## config.mk

```make
export PLATFORM = sky130hd
export DESIGN_NAME = digit_serial_add_sub
export DESIGN_NICKNAME = d
export VERILOG_FILES = /design/src/rtl/digit_serial_add_sub.sv
export SDC_FILE = /design/constraint.sdc
export NUM_CORES = 1
export LEC_CHECK = 0
export BUFFER_PORTS_ARGS = -buffer_cell sky130_fd_sc_hd__buf_2
export CORE_MARGIN = 3
export CORE_UTILIZATION = 40
export CTS_CLUSTER_SIZE = 10
export DETAILED_ROUTE_END_ITERATION = 12
export REMOVE_ABC_BUFFERS = 1
export SLEW_MARGIN = 20
export SYNTH_ARGS = -nofsm -noshare
export SYNTH_HDL_FRONTEND = slang
export SYNTH_SLANG_ARGS = --single-unit
export TNS_END_PERCENT = 10
```

## constraint.sdc

```tcl
create_clock -name clk -period 4.6 [get_ports clk]
set_input_delay 0.46 -clock clk [delete_from_list [all_inputs] [get_ports clk]]
set_output_delay 0.46 -clock clk [all_outputs]
set_load 0.1 [all_outputs]
```

## src/rtl/digit_serial_add_sub.sv

```systemverilog
// Digit-serial adder/subtractor: a+b+cin or a-b-cin over WIDTH bits, DIGIT bits per clock.
// Latency: out_valid rises exactly N=WIDTH/DIGIT edges after the accept edge; one op per N+2 cycles.
// Backpressure: in_ready only in IDLE; result held in DONE until out_ready, in_valid ignored meanwhile.
module digit_serial_add_sub #(
    parameter int WIDTH = 16,
    parameter int DIGIT = 4
) (
    input  logic             clk,
    input  logic             rst,
    input  logic             in_valid,
    output logic             in_ready,
    input  logic [WIDTH-1:0] a,
    input  logic [WIDTH-1:0] b,
    input  logic             cin,
    input  logic             op,
    output logic             out_valid,
    input  logic             out_ready,
    output logic [WIDTH-1:0] sum,
    output logic             cout,
    output logic             ovf,
    output logic             busy
);

    localparam int N  = WIDTH / DIGIT;
    localparam int KW = (N > 1) ? $clog2(N) : 1;

    localparam logic [WIDTH-1:0] DIG_MASK  = WIDTH'({DIGIT{1'b1}});
    localparam logic [KW-1:0]    K_LAST    = KW'(N - 1);

    // Reject parameter sets that do not split into whole digits.
    if ((DIGIT < 1) || (DIGIT > WIDTH) || ((WIDTH % DIGIT) != 0)) begin : g_param_check
        $error("digit_serial_add_sub: WIDTH must be a multiple of DIGIT with 1 <= DIGIT <= WIDTH");
    end

    typedef enum logic [1:0] {
        IDLE = 2'd0,
        RUN  = 2'd1,
        DONE = 2'd2
    } state_t;

    state_t           state_q, state_d;
    logic [WIDTH-1:0] a_q, a_d;
    logic [WIDTH-1:0] b_q, b_d;     // already inverted for subtract
    logic             carry_q, carry_d;
    logic [KW-1:0]    k_q, k_d;
    logic [WIDTH-1:0] sum_q, sum_d;
    logic             cout_q, cout_d;
    logic             ovf_q, ovf_d;

    // Single reused full-add stage working on digit k.
    int               shift;
    logic [DIGIT-1:0] a_dig;
    logic [DIGIT-1:0] b_dig;
    logic [DIGIT:0]   dig_full;
    logic [DIGIT-1:0] dig_sum;
    logic             dig_cout;
    logic             carry_into_msb;

    // Select the current digit of both operands and add it with the held ripple carry.
    always_comb begin
        shift          = int'(k_q) * DIGIT;
        a_dig          = DIGIT'(a_q >> shift);
        b_dig          = DIGIT'(b_q >> shift);
        dig_full       = {1'b0, a_dig} + {1'b0, b_dig} + {{DIGIT{1'b0}}, carry_q};
        dig_sum        = dig_full[DIGIT-1:0];
        dig_cout       = dig_full[DIGIT];
        // Carry into the digit MSB recovered from its sum bit: s = a ^ b ^ c_in.
        carry_into_msb = dig_sum[DIGIT-1] ^ a_dig[DIGIT-1] ^ b_dig[DIGIT-1];
    end

    // Next-state logic: accept in IDLE, ripple one digit per cycle in RUN, hold in DONE.
    always_comb begin
        state_d = state_q;
        a_d     = a_q;
        b_d     = b_q;
        carry_d = carry_q;
        k_d     = k_q;
        sum_d   = sum_q;
        cout_d  = cout_q;
        ovf_d   = ovf_q;

        unique case (state_q)
            IDLE: begin
                if (in_valid) begin
                    a_d     = a;
                    b_d     = op ? ~b : b;
                    carry_d = op ? ~cin : cin;
                    k_d     = '0;
                    state_d = RUN;
                end
            end
            RUN: begin
                sum_d   = (sum_q & ~(DIG_MASK << shift)) | (WIDTH'(dig_sum) << shift);
                carry_d = dig_cout;
                if (k_q == K_LAST) begin
                    cout_d  = dig_cout;
                    ovf_d   = dig_cout ^ carry_into_msb;
                    k_d     = '0;
                    state_d = DONE;
                end else begin
                    k_d = k_q + 1'b1;
                end
            end
            DONE: begin
                if (out_ready) begin
                    state_d = IDLE;
                end
            end
            default: begin
                state_d = IDLE;
            end
        endcase
    end

    // State and datapath registers; reset aborts any operation in flight.
    always_ff @(posedge clk) begin
        if (rst) begin
            state_q <= IDLE;
            a_q     <= '0;
            b_q     <= '0;
            carry_q <= 1'b0;
            k_q     <= '0;
            sum_q   <= '0;
            cout_q  <= 1'b0;
            ovf_q   <= 1'b0;
        end else begin
            state_q <= state_d;
            a_q     <= a_d;
            b_q     <= b_d;
            carry_q <= carry_d;
            k_q     <= k_d;
            sum_q   <= sum_d;
            cout_q  <= cout_d;
            ovf_q   <= ovf_d;
        end
    end

    assign in_ready  = (state_q == IDLE) && !rst;
    assign out_valid = (state_q == DONE);
    assign busy      = (state_q != IDLE);
    assign sum       = sum_q;
    assign cout      = cout_q;
    assign ovf       = ovf_q;

endmodule
```

==> impl_metrics.ini <==
[run_status]
status = finished, final reports clean

[synthesis]
seq_area_frac_synth = 0.449
syn_area_per_cell_um2 = 9.28
synthDistinctLibCells = 26
synthCells = 264
postSynthRegisterBits = 55
yosysWarnings = 0
netlist_area_um2 = 2450

[worst_setup_path]
crit_path_end_kind = register
timing.critical_path.buf_inv = 0
start_kind = register
cp_common_cell = fa_1
cp_max_fo = 14
cpMaxStageDelayCell = dfxtp_1
crit_type = register to register
crit_family = adder cells
required_ps = 4820
cp_cell_sequence = mux4_2, fa_1, fa_1, a21o_1, a21oi_1, xnor3_1, xnor2_1, a311oi_1
crit_path_max_incr_delay_ps = 670
worstPathArrival_ps = 3380

[clock_tree]
clock_path_buffers = 2
post_cts_buffers = 0
cts_root_buffer = clkbuf_8
cts_sinks = 55
cts_tree = built
cts_buffers = 5
post_cts_resized = 0
cts.clk_slew.worst_paths_ps = 100
insertion_delay_ps = 310
cts_htree_levels = 2
cts_hold_buffers = 0

[sta]
final.setup.tns_ps = 0
hold_violations = 0
maxSlewViolCount = 0
setup_violations = 0
rsz0062_at_grt = no
fin_ws_ps = 1440
fmax_mhz = 316
maxSlewHeadroom = 0.593
max_slew.worst_pin.slew_ps = 609
skew_ps = 12.4
layout_min_cycle_time_ps = 3160
fin_crit_sh = 0.688

[layout]
final_common_cell = buf_2
layout_common_cells = buf_2, dfxtp_1, nor2_1
antenna_cells = 0
final_area_um2 = 2900
drive_gt1_frac = 0.244
layout.nets = 361
area_growth_pct = 18.2

[placement]
dp_slack_ps = 1460
gp_congestion = 0.786
io_buffers = 58
place_area_um2 = 2780
hpwl_mm = 3.70

[die]
start_util = 0.429
die_area_um2 = 7100
rows = 27
die_width_um = 84.3
die_y_um = 84.3
coreArea_um2 = 5710
io_pins = 59

[global_route]
grt_max_degree = 57
grt_pass1_vias = 1911
grt_first_pass_wirelength_mm = 8.92
antenna_found_initial = 0
gr-total-overflow = 0
track_usage = 0.151

[min_path]
min_path_type = input port to register

[drt]
post-route-drc-count = 0
vias_per_cell = 5.00
drt-initial-drc-count = 86
wl_per_cell_um = 13.3
ant_nets = 0
num_vias = 1934
drt_pre_antenna_iters = 4
wl_mm = 5.13

[power_and_ir_drop]
pwr_density_cell_nw_per_um2 = 364
max-vdd-ir-drop_mv = 0.192
power.leakage_nw = 1.22

[run]
maxCapViolations = 0
## worst min-delay path, cell delays in order
cell and delay [ps]:
buf_2 90, nand2_1 40, a21oi_1 50
## path summary, 6_finish.rpt
| check | start | endpoint | slack [ps] | cells past startpoint |
|---|---|---|---|---|
| min reg2reg | a_q[10] | a_q[10] | 460 | 2 |
| max reg2reg | k_q[1] | ovf | 1440 | 8 |
| min | a[6] | a_q[6] | 370 | 3 |
| max | k_q[1] | ovf | 1440 | 8 |
## per-layer routing
| layer | track usage | part of all wire | vias to the layer above | wire length [um] |
|---|---|---|---|---|
| li1 | - | - | 1019 | - |
| met1 | 0.208 | 0.48 | 859 | 2490 |
| met2 | 0.235 | 0.44 | 49 | 2280 |
| met3 | 0.0343 | 0.059 | 7 | 302 |
| met4 | 0.0497 | 0.013 | 0 | 65 |
| met5 | 0 | 0 | - | 0 |
## synth_stat cells
| master | instances | area share |
|---|---|---|
| ha_1 | 7 | 0.036 |
| a221oi_1 | 1 | 0.0036 |
| nand2b_1 | 3 | 0.0077 |
| a311oi_1 | 1 | 0.0036 |
| a21oi_1 | 24 | 0.049 |
| mux4_2 | 7 | 0.064 |
| nor2_1 | 41 | 0.063 |
| fa_1 | 2 | 0.016 |
| xnor2_2 | 1 | 0.0066 |
| nor3_1 | 4 | 0.0082 |
| dfxtp_1 | 55 | 0.45 |
| nand3_1 | 1 | 0.0020 |
| mux4_1 | 1 | 0.011 |
| buf_1 | 2 | 0.0031 |
| nand2_1 | 38 | 0.058 |
| xnor2_1 | 17 | 0.061 |
| and2_1 | 1 | 0.0026 |
| nor2b_1 | 2 | 0.0051 |
| buf_2 | 1 | 0.0020 |
| a211oi_1 | 16 | 0.049 |
| a21o_1 | 2 | 0.0061 |
| a22oi_1 | 16 | 0.049 |
| xnor3_1 | 1 | 0.0092 |
| xor2_1 | 2 | 0.0072 |
| clkbuf_1 | 15 | 0.023 |
| inv_1 | 3 | 0.0046 |
## logic make-up (layout without fill, tap and decap cells)
kind of cell	after synthesis	in the layout	synth area share
AOI/OAI and AO/OA	60	60	0.160
xor gates and xnor gates	21	21	0.0838
adders and majority gates	9	9	0.0521
buffers and inverters	21	72	0.0327
DFF	55	55	0.449
muxes	8	8	0.0751
and+or+nand+nor	90	90	0.147
## state kept, by name, summed over array words and instances (netlist names)
name     count
b_q         16
carry_q      1
a_q         16
ovf          1
cout         1
state_q      2
k_q          2
sum         16
## area by class of cell
| class | count | area, um2 |
|---|---|---|
| flip-flops and latches | 55 | 1100 |
| well taps | 72 | 90.1 |
| fillers | 559 | 2810 |
| clock inverters | 3 | 43.8 |
| clock buffers | 5 | 68.8 |
| repair buffers | 61 | 313 |
| inverters | 3 | 11.3 |
| multi-input cells | 188 | 1270 |
## through the flow
stage	hold WS (ps)	cells	util	total power, mW
after floorplan	425	246	-	0.681
after global placement	442	379	0.488	0.747
after detailed placement	445	379	0.488	0.748
after CTS	366	387	0.507	1.07
after global routing	367	387	0.507	1.11
final	370	387	0.507	1.06
## where the power goes
group / total [mW] / switching [mW] / internal [mW]
sequential: 0.521 / 0.0171 / 0.504
combinational: 0.213 / 0.132 / 0.0808
clock: 0.321 / 0.159 / 0.162
Power figures use the tool's default switching activity.
